**src/rtl/id_operand_stage_pkg.sv**
```systemverilog
// Shared types and constants for the ID operand-fetch stage: conditional-write
// encodings, the decoder control bundle width and the write-enable resolution helper.
package id_operand_stage_pkg;

  localparam int ALUOP_W       = 8;
  localparam int ALUSEL_W      = 3;
  localparam int CTRL_BUNDLE_W = ALUOP_W + ALUSEL_W;

  localparam logic [31:0] ZeroWord = 32'h0000_0000;

  typedef enum logic [1:0] {
    COND_WR_NONE  = 2'b00,
    COND_WR_NZ    = 2'b01,
    COND_WR_Z     = 2'b10,
    COND_WR_NEVER = 2'b11
  } cond_wr_e;

  // MOVN/MOVZ gate the decoder write enable on the resolved second operand.
  function automatic logic wr_resolve(input logic wr_en, input logic [1:0] cond_wr,
                                      input logic op2_zero);
    logic ok;
    case (cond_wr)
      COND_WR_NONE: ok = 1'b1;
      COND_WR_NZ:   ok = ~op2_zero;
      COND_WR_Z:    ok = op2_zero;
      default:      ok = 1'b0;
    endcase
    return wr_en & ok;
  endfunction

endpackage

```
**src/rtl/id_operand_stage_operand_fwd_mux.sv**
```systemverilog
// One source operand: immediate, hardwired zero, youngest matching forward, or regfile.
// Purely combinational; raises hazard when the winning forward source is still pending.
module operand_fwd_mux
  import id_operand_stage_pkg::*;
#(
  parameter int DATA_W  = 32,
  parameter int REG_AW  = 5,
  parameter int NUM_FWD = 3
) (
  input  logic                      rd_en,
  input  logic [REG_AW-1:0]         rd_addr,
  input  logic [DATA_W-1:0]         imm,
  input  logic [DATA_W-1:0]         rf_data,
  input  logic [NUM_FWD-1:0]        fwd_valid,
  input  logic [NUM_FWD-1:0]        fwd_pending,
  input  logic [NUM_FWD*REG_AW-1:0] fwd_addr,
  input  logic [NUM_FWD*DATA_W-1:0] fwd_data,
  output logic [DATA_W-1:0]         op,
  output logic                      hazard
);

  logic found;

  always_comb begin
    op     = rf_data;
    hazard = 1'b0;
    found  = 1'b0;
    // Only the first (youngest) match decides; older writers of the same register are stale.
    for (int i = 0; i < NUM_FWD; i++) begin
      if (!found && fwd_valid[i] && (fwd_addr[i*REG_AW +: REG_AW] == rd_addr)) begin
        found = 1'b1;
        if (fwd_pending[i]) hazard = 1'b1;
        else                op     = fwd_data[i*DATA_W +: DATA_W];
      end
    end
    if (!rd_en) begin
      op     = imm;
      hazard = 1'b0;
    end else if (rd_addr == '0) begin
      op     = DATA_W'(ZeroWord);
      hazard = 1'b0;
    end
  end

endmodule

```
**src/rtl/id_operand_stage.sv**
```systemverilog
// ID operand fetch, load-use hazard and ID/EX register; 1-cycle latency.
// EX backpressure holds the register without bubbles; hazards drain a bubble and stall ID.
module id_operand_stage
  import id_operand_stage_pkg::*;
#(
  parameter int DATA_W  = 32,
  parameter int REG_AW  = 5,
  parameter int NUM_FWD = 3,
  parameter int CTRL_W  = CTRL_BUNDLE_W,
  parameter int CNT_W   = 16
) (
  input  logic                      clk,
  input  logic                      rst,
  input  logic                      flush,
  input  logic                      in_valid,
  output logic                      in_ready,
  input  logic [DATA_W-1:0]         in_pc,
  input  logic [CTRL_W-1:0]         in_ctrl,
  input  logic                      rd1_en,
  input  logic                      rd2_en,
  input  logic [REG_AW-1:0]         rd1_addr,
  input  logic [REG_AW-1:0]         rd2_addr,
  input  logic [DATA_W-1:0]         imm,
  input  logic                      wr_en,
  input  logic [REG_AW-1:0]         wr_addr,
  input  logic [1:0]                cond_wr,
  input  logic [DATA_W-1:0]         rf_data1,
  input  logic [DATA_W-1:0]         rf_data2,
  input  logic [NUM_FWD-1:0]        fwd_valid,
  input  logic [NUM_FWD-1:0]        fwd_pending,
  input  logic [NUM_FWD*REG_AW-1:0] fwd_addr,
  input  logic [NUM_FWD*DATA_W-1:0] fwd_data,
  output logic                      out_valid,
  input  logic                      out_ready,
  output logic [DATA_W-1:0]         out_pc,
  output logic [DATA_W-1:0]         out_op1,
  output logic [DATA_W-1:0]         out_op2,
  output logic [CTRL_W-1:0]         out_ctrl,
  output logic                      out_wr_en,
  output logic [REG_AW-1:0]         out_wr_addr,
  output logic [CNT_W-1:0]          stall_cnt
);

  logic [DATA_W-1:0] op1, op2;
  logic              haz1, haz2;
  logic              hazard, load_en, wr_final;

  logic              out_valid_q, out_valid_d;
  logic [DATA_W-1:0] out_pc_q, out_pc_d;
  logic [DATA_W-1:0] out_op1_q, out_op1_d;
  logic [DATA_W-1:0] out_op2_q, out_op2_d;
  logic [CTRL_W-1:0] out_ctrl_q, out_ctrl_d;
  logic              out_wr_en_q, out_wr_en_d;
  logic [REG_AW-1:0] out_wr_addr_q, out_wr_addr_d;
  logic [CNT_W-1:0]  stall_cnt_q, stall_cnt_d;

  operand_fwd_mux #(.DATA_W(DATA_W), .REG_AW(REG_AW), .NUM_FWD(NUM_FWD)) u_mux1 (
    .rd_en(rd1_en), .rd_addr(rd1_addr), .imm(imm), .rf_data(rf_data1),
    .fwd_valid(fwd_valid), .fwd_pending(fwd_pending), .fwd_addr(fwd_addr),
    .fwd_data(fwd_data), .op(op1), .hazard(haz1)
  );

  operand_fwd_mux #(.DATA_W(DATA_W), .REG_AW(REG_AW), .NUM_FWD(NUM_FWD)) u_mux2 (
    .rd_en(rd2_en), .rd_addr(rd2_addr), .imm(imm), .rf_data(rf_data2),
    .fwd_valid(fwd_valid), .fwd_pending(fwd_pending), .fwd_addr(fwd_addr),
    .fwd_data(fwd_data), .op(op2), .hazard(haz2)
  );

  assign hazard   = in_valid & (haz1 | haz2);
  assign load_en  = out_ready | ~out_valid_q;
  assign in_ready = load_en & ~hazard & ~flush;
  assign wr_final = wr_resolve(wr_en, cond_wr, op2 == '0);

  always_comb begin
    out_valid_d   = out_valid_q;
    out_pc_d      = out_pc_q;
    out_op1_d     = out_op1_q;
    out_op2_d     = out_op2_q;
    out_ctrl_d    = out_ctrl_q;
    out_wr_en_d   = out_wr_en_q;
    out_wr_addr_d = out_wr_addr_q;
    stall_cnt_d   = stall_cnt_q;

    if (flush) begin
      out_valid_d = 1'b0;
      out_wr_en_d = 1'b0;
    end else if (load_en) begin
      if (in_valid && !hazard) begin
        out_valid_d   = 1'b1;
        out_pc_d      = in_pc;
        out_op1_d     = op1;
        out_op2_d     = op2;
        out_ctrl_d    = in_ctrl;
        out_wr_en_d   = wr_final;
        out_wr_addr_d = wr_addr;
      end else begin
        out_valid_d = 1'b0;
        out_wr_en_d = 1'b0;
      end
    end

    // Counts every stalled cycle, including those overlapping EX backpressure.
    if (hazard && !flush && (stall_cnt_q != {CNT_W{1'b1}}))
      stall_cnt_d = stall_cnt_q + 1'b1;
  end

  always_ff @(posedge clk) begin
    if (rst) begin
      out_valid_q   <= 1'b0;
      out_pc_q      <= '0;
      out_op1_q     <= '0;
      out_op2_q     <= '0;
      out_ctrl_q    <= '0;
      out_wr_en_q   <= 1'b0;
      out_wr_addr_q <= '0;
      stall_cnt_q   <= '0;
    end else begin
      out_valid_q   <= out_valid_d;
      out_pc_q      <= out_pc_d;
      out_op1_q     <= out_op1_d;
      out_op2_q     <= out_op2_d;
      out_ctrl_q    <= out_ctrl_d;
      out_wr_en_q   <= out_wr_en_d;
      out_wr_addr_q <= out_wr_addr_d;
      stall_cnt_q   <= stall_cnt_d;
    end
  end

  assign out_valid   = out_valid_q;
  assign out_pc      = out_pc_q;
  assign out_op1     = out_op1_q;
  assign out_op2     = out_op2_q;
  assign out_ctrl    = out_ctrl_q;
  assign out_wr_en   = out_wr_en_q;
  assign out_wr_addr = out_wr_addr_q;
  assign stall_cnt   = stall_cnt_q;

endmodule
```
**config.mk**
```make
export PLATFORM = sky130hd
export DESIGN_NAME = id_operand_stage
export DESIGN_NICKNAME = d
export VERILOG_FILES = /design/src/rtl/id_operand_stage_pkg.sv /design/src/rtl/id_operand_stage_operand_fwd_mux.sv /design/src/rtl/id_operand_stage.sv
export SDC_FILE = /design/constraint.sdc
export NUM_CORES = 1
export LEC_CHECK = 0
export CORE_AREA = 2 2 161 163
export CTS_CLUSTER_SIZE = 16
export DETAILED_ROUTE_END_ITERATION = 6
export DIE_AREA = 0 0 163 165
export HOLD_SLACK_MARGIN = 0.15
export MAX_ROUTING_LAYER = met4
export PLACE_DENSITY = 0.67
export SKIP_CTS_REPAIR_TIMING = 1
export SLEW_MARGIN = 5
export SYNTH_ARGS = -nofsm -noshare
export SYNTH_HDL_FRONTEND = slang
export SYNTH_SLANG_ARGS = --single-unit
```
**constraint.sdc**
```tcl
create_clock -name clk -period 4.8 [get_ports clk]
set_clock_uncertainty 0.1 [all_clocks]
set_input_delay 0.96 -clock clk [delete_from_list [all_inputs] [get_ports clk]]
set_output_delay 0.96 -clock clk [all_outputs]
set_load 0.01 [all_outputs]
```
======== After elaboration in Yosys (flattened, before gate mapping) ========
Index checks and enable logic that the tools add are counted.
word-level totals
  bits in registers ....................... 130
  bits in latches ......................... 0
  bits in writable memories ............... 0
  ROM bits ................................ 0
  memories kept ........................... 0
operators by class
  $add $sub $neg .......................... 1
  multiply operators ...................... 0
  div/mod/pow operators ................... 0
  magnitude comparators ................... 0
  equality and inequality tests ........... 9
  shifts and indexed selects .............. 0
  multiplexer cells ....................... 38
  bitwise operators ....................... 10
  reduce and logical (&&, ||, !) cells .... 25
operators with widths
  kind                                            number
  two-way mux 32 bit                              16
  zero test 32 bit                                1
  == test 5 bit                                   6
  two-way mux 1 bit                               21
  adder 16 x 1 -> 16 bit (second input constant)  1
  != test 16 bit (second input constant)          1
  logical AND 1 bit                               13
  zero test 5 bit                                 2
  zero test 1 bit                                 6
  bitwise AND 1 bit                               4
  NOT 1 bit                                       4
  case mux 1 bit (3 select lines)                 1
  AND reduction 3 bit                             1
  == test 2 x 1 -> 1 bit (second input constant)  1
  == test 2 bit (second input constant)           1
  zero test 2 bit                                 1
  OR 1 bit                                        2
  OR reduction 2 bit                              1

======== Longest topological paths before layout ========
  depth after elaboration ................. 18
  mapped depth ............................ 14

======== Cells and area by module ========
A second synthesis with hierarchy kept.
second synthesis, totals
  cell total of the unflattened synthesis .. 1,495
  area total of the unflattened synthesis .. 10,453.8 sq um
by module, submodules not included
  module            instances  cells each  area each (sq um)  sequential area each (sq um)
  operand_fwd_mux   2          448         2,815.2            0.0
  id_operand_stage  1          599         4,823.4            2,602.5

======== Worst setup path before layout ========
No wires, ideal clock.
  kind .................................... input to register
  from .................................... in rd2_addr[2]
  to ...................................... reg out_wr_en_q, in the netlist out_wr_en
  library setup time ...................... 0.087 ns
  arrival time ............................ 3.463 ns
  data required time ...................... 4.613 ns
  slack ................................... 1.150 ns
  cell stages on the path ................. 10
  buffers on the path ..................... 0
  cell sequence ........................... xor2_1 > or3b_4 > nor3_4 > nand2_2 > o221a_1 > a221o_1 > or4_4 > nor3_2 > a41oi_1 > o31ai_1
on the way
  longest elaborated chain between the ends .. 18
  elaborated cells on any way between the ends .. 36
  classes of those cells .................. eq/ne: 3; mux: 18; bitwise: 4; reduce/logical: 11
RTL lines
  element                                                                    line                                                RTL
  start: declaration                                                         id_operand_stage.sv:22                              input logic [REG_AW-1:0] rd2_addr,
  == test 5 bit                                                              id_operand_stage_operand_fwd_mux.sv:30              if (!found && fwd_valid[i] && (fwd_addr[i*REG_AW +: REG_AW] == rd_addr)) begin
  logical AND 1 bit                                                          id_operand_stage_operand_fwd_mux.sv:30
  two-way mux 1 bit                                                          id_operand_stage_operand_fwd_mux.sv:30
  zero test 1 bit                                                            id_operand_stage_operand_fwd_mux.sv:30
  logical AND 1 bit (2 in series)                                            id_operand_stage_operand_fwd_mux.sv:30
  two-way mux 1 bit                                                          id_operand_stage_operand_fwd_mux.sv:30
  zero test 1 bit                                                            id_operand_stage_operand_fwd_mux.sv:30
  logical AND 1 bit (2 in series)                                            id_operand_stage_operand_fwd_mux.sv:30
  two-way mux 32 bit / two-way mux 1 bit (equally long branches)             id_operand_stage_operand_fwd_mux.sv:30
  two-way mux 32 bit / two-way mux 1 bit (equally long branches)             id_operand_stage_operand_fwd_mux.sv:39              end else if (rd_addr == '0) begin
  two-way mux 32 bit / two-way mux 1 bit (equally long branches)             id_operand_stage_operand_fwd_mux.sv:36              if (!rd_en) begin
  zero test 32 bit / OR 1 bit (equally long branches)                        id_operand_stage.sv:72, id_operand_stage.sv:69
  NOT 1 bit / bitwise AND 1 bit (equally long branches)                      id_operand_stage_pkg.sv:24, id_operand_stage.sv:69
  case mux 1 bit (3 select lines) / zero test 1 bit (equally long branches)  id_operand_stage_pkg.sv:22, id_operand_stage.sv:88
  bitwise AND 1 bit / logical AND 1 bit (equally long branches)              id_operand_stage_pkg.sv:28, id_operand_stage.sv:88
  two-way mux 1 bit (*)                                                      id_operand_stage.sv:88                              if (in_valid && !hazard) begin
  end signal: assignment                                                     id_operand_stage.sv:123                             out_wr_en_q <= out_wr_en_d;
  end: declaration                                                           id_operand_stage.sv:53                              logic out_wr_en_q, out_wr_en_d;
Every way passes the cells marked *; elsewhere a longest branch is shown, timed or not.
A chain may end at the register's enable or synchronous reset.

======== Final worst setup path ========
  from .................................... in rd1_addr[4]
  to ...................................... out in_ready
on the way
  longest elaborated chain between the ends .. 18
  elaborated cells on any way between the ends .. 25
  classes of those cells .................. eq/ne: 3; mux: 9; bitwise: 5; reduce/logical: 8
RTL lines
  element                              line                                    RTL
  start: declaration                   id_operand_stage.sv:21                  input logic [REG_AW-1:0] rd1_addr,
  == test 5 bit                        id_operand_stage_operand_fwd_mux.sv:30
  logical AND 1 bit                    id_operand_stage_operand_fwd_mux.sv:30
  two-way mux 1 bit                    id_operand_stage_operand_fwd_mux.sv:30
  zero test 1 bit                      id_operand_stage_operand_fwd_mux.sv:30
  logical AND 1 bit (2 in series)      id_operand_stage_operand_fwd_mux.sv:30
  two-way mux 1 bit                    id_operand_stage_operand_fwd_mux.sv:30
  zero test 1 bit                      id_operand_stage_operand_fwd_mux.sv:30
  logical AND 1 bit (2 in series)      id_operand_stage_operand_fwd_mux.sv:30
  two-way mux 1 bit                    id_operand_stage_operand_fwd_mux.sv:30
  two-way mux 1 bit (*)                id_operand_stage_operand_fwd_mux.sv:39
  two-way mux 1 bit (*)                id_operand_stage_operand_fwd_mux.sv:36
  OR 1 bit (*)                         id_operand_stage.sv:69                  assign hazard = in_valid & (haz1 | haz2);
  bitwise AND 1 bit (*)                id_operand_stage.sv:69
  NOT 1 bit (*)                        id_operand_stage.sv:71                  assign in_ready = load_en & ~hazard & ~flush;
  bitwise AND 1 bit (*) (2 in series)  id_operand_stage.sv:71
  end: declaration                     id_operand_stage.sv:16                  output logic in_ready,
Marks and branches as above.

==> results.json <==
{
  "outcome": "completed",
  "cap_violations": 0,
  "layout-drive-gt1-share_pct": 7.85,
  "die_y_um": 165,
  "area_growth_pct": 67.8,
  "met2_length_um": 18700,
  "hold_viol": 0,
  "highest_layer": "met4",
  "vias": 9570,
  "finalCriticalPeriod_ns": 4.67,
  "irDropWorstVdd_mv": 0.197,
  "syn-instance-count": 1034,
  "met1Wirelength_um": 16000,
  "rsz0062_at_grt": "no",
  "layout_commonest_cell": "clkdlybuf4s50_1",
  "min_path_cells": 2,
  "antenna_left": 0,
  "seq_area_sq_mm": 0.00260,
  "ys_ff_latch": 130,
  "detail_route.first_pass.iterations": 6,
  "max_stage_delay_ns": 0.52,
  "synthDistinctLibCells": 67,
  "antenna_found_initial": 6,
  "min_period_over_period_pct": 97.3,
  "dpl_worst_slack_ns": -0.310,
  "netlist_area_sq_mm": 0.00782,
  "row_count": 58,
  "routed-wl-met3_um": 3380,
  "syn_avg_cell_area_sq_um": 7.56,
  "numPortBuffers": 411,
  "grt_usage_pct": 29.1,
  "die-area_sq_mm": 0.0269,
  "multiInputGateArea_sq_mm": 0.00473,
  "leakagePower_nw": 5.00,
  "synthFlopType": "dfxtp_1",
  "tightest_slew_ns": 0.974,
  "fin_nets": 1722,
  "ios": 412,
  "path_cells": "clkdlybuf4s50_1 > buf_4 > xor2_1 > nor4_1 > and3_1 > a311oi_2 > o32ai_2 > buf_4 > a211oi_1 > clkdlybuf4s50_1",
  "cts-htree-levels": 4,
  "clk-insertion-delay-late_ns": 0.42,
  "cts_buffer_depth": 2,
  "die_w_um": 163,
  "grt_max_degree": 90,
  "crit_arrival_ns": 3.61,
  "synth_nets": 1316,
  "max_freq_mhz": 214,
  "synth-edff-count": 0,
  "drc": 0,
  "endpoint_kind": "primary output",
  "grt_pass1_wl_um": 57000,
  "wl_per_cell_um": 22.0,
  "ys_seq_area_share_pct": 33.3,
  "initial_core_util_pct": 31.2,
  "ys_warn_count": 0,
  "finalWirelength_um": 39300,
  "crit_path_max_fanout": 3,
  "worst_r2r_path_depth": 10,
  "numCtsBuffers": 17,
  "cts_root_buffer": "clkbuf_16",
  "required_ns": 3.74,
  "synthArstFlopShare_pct": 0,
  "grt_pass1_vias": 9329,
  "overflow": 0,
  "power.density_mw_per_mm2": 251,
  "critPathSlowestCell": "clkdlybuf4s50_1",
  "dr.first_iter.drc_count": 844,
  "nFillCells": 2444,
  "report.final.slew_viol_count": 0,
  "critPathKind": "in -> out",
  "place_congestion": 1.01,
  "fin_ws_ns": 0.129,
  "final_util_pct": 52.4,
  "layout_common_cells": "408 x clkdlybuf4s50_1, 144 x nor2_1, 130 x dfxtp_1",
  "worst_setup_hold_path_clk_slew_ns": 0.07,
  "vias_per_cell": 5.35,
  "hp-class": "reg -> reg",
  "cts_tree": "done",
  "start_kind": "primary input",
  "clock_sinks": 130,
  "hpwlAfterDp_um": 31200,
  "finalSetupViolations": 0,
  "slew-limit-headroom_pct": 35.0,
  "core_sq_mm": 0.0250
}
## final cells by class
type	count	area share, %
clock inverter	15	1.24
antenna	6	0.114
inverter	53	1.52
sequential	130	19.8
timing repair buffer	465	34.8
tap	330	3.15
multi-input combinational	773	36.1
clock buffer	17	3.24
## cell usage after synthesis (all sizes together), types with 21 or more instances
cell | instances | share of area [%]
mux2i | 66 | 8.4
nand2 | 124 | 6.0
a21oi | 103 | 6.6
inv | 53 | 2.5
clkbuf | 63 | 3.0
o221ai | 36 | 4.0
dfxtp | 130 | 33
nor3 | 22 | 1.7
xnor2 | 21 | 2.4
nor2 | 146 | 7.1
o21ai | 51 | 3.3
a211oi | 25 | 2.4
xor2 | 21 | 2.4
## flip-flops by register name (all words and copies together), names as in the netlist
| register | cells |
|---|---|
| out_wr_en | 1 |
| out_ctrl | 11 |
| out_op2 | 32 |
| out_op1 | 32 |
| out_pc | 32 |
| out_valid | 1 |
| stall_cnt | 16 |
| out_wr_addr | 5 |
## power breakdown
part	internal (W)	switching (W)
logic	0.000443	0.000387
clock network	0.000697	0.000600
registers	0.00114	0.0000312
total	0.00228	0.00102
## cells by family after synthesis
group,after synthesis,share of synthesized area (%)
mux,66,8.45
simple gates,365,20.8
flops,130,33.3
buf+inv,131,6.78
compound gates,299,25.9
fa+ha+maj,1,0.160
xor+xnor,42,4.70
## metal layers
| layer | track usage [%] | up-vias |
|---|---|---|
| li1 | - | 4547 |
| met1 | 35.2 | 4450 |
| met2 | 48.2 | 501 |
| met3 | 5.73 | 72 |
| met4 | 10.6 | 0 |
| met5 | - | - |
## path summary, 6_finish.rpt
check / slack, ns / end / from
max: 0.13 / in_ready / rd1_addr[4]
min reg2reg: 0.35 / out_ctrl[2] / out_ctrl[2]
max reg2reg: 2.51 / stall_cnt[5] / stall_cnt[0]
min: 0.35 / out_ctrl[2] / out_ctrl[2]
## worst max-delay path, delay by kind of cell
family                 cells  cell delay, ns
buffers and inverters      4            1.32
AO/OA/AOI/OAI              3            0.59
XOR/XNOR                   1            0.14
AND/OR/NAND/NOR            2            0.61
## through the flow
stage | instances | instance area (sq um) | hold slack (ns) | power (W) | TNS [ns]
after floorplan | 1034 | 7820 | 0.381 | 0.00149 | 0
after global routing | 1789 | 13100 | 0.370 | 0.00342 | 0
after CTS | 1783 | 13100 | 0.355 | 0.00331 | -0.0271
final | 1789 | 13100 | 0.354 | 0.00330 | 0
after global placement | 1751 | 12500 | 0.341 | 0.00201 | -0.874
after detailed placement | 1751 | 12500 | 0.345 | 0.00201 | -0.359
No activity file was read; power rests on OpenSTA's default activity.
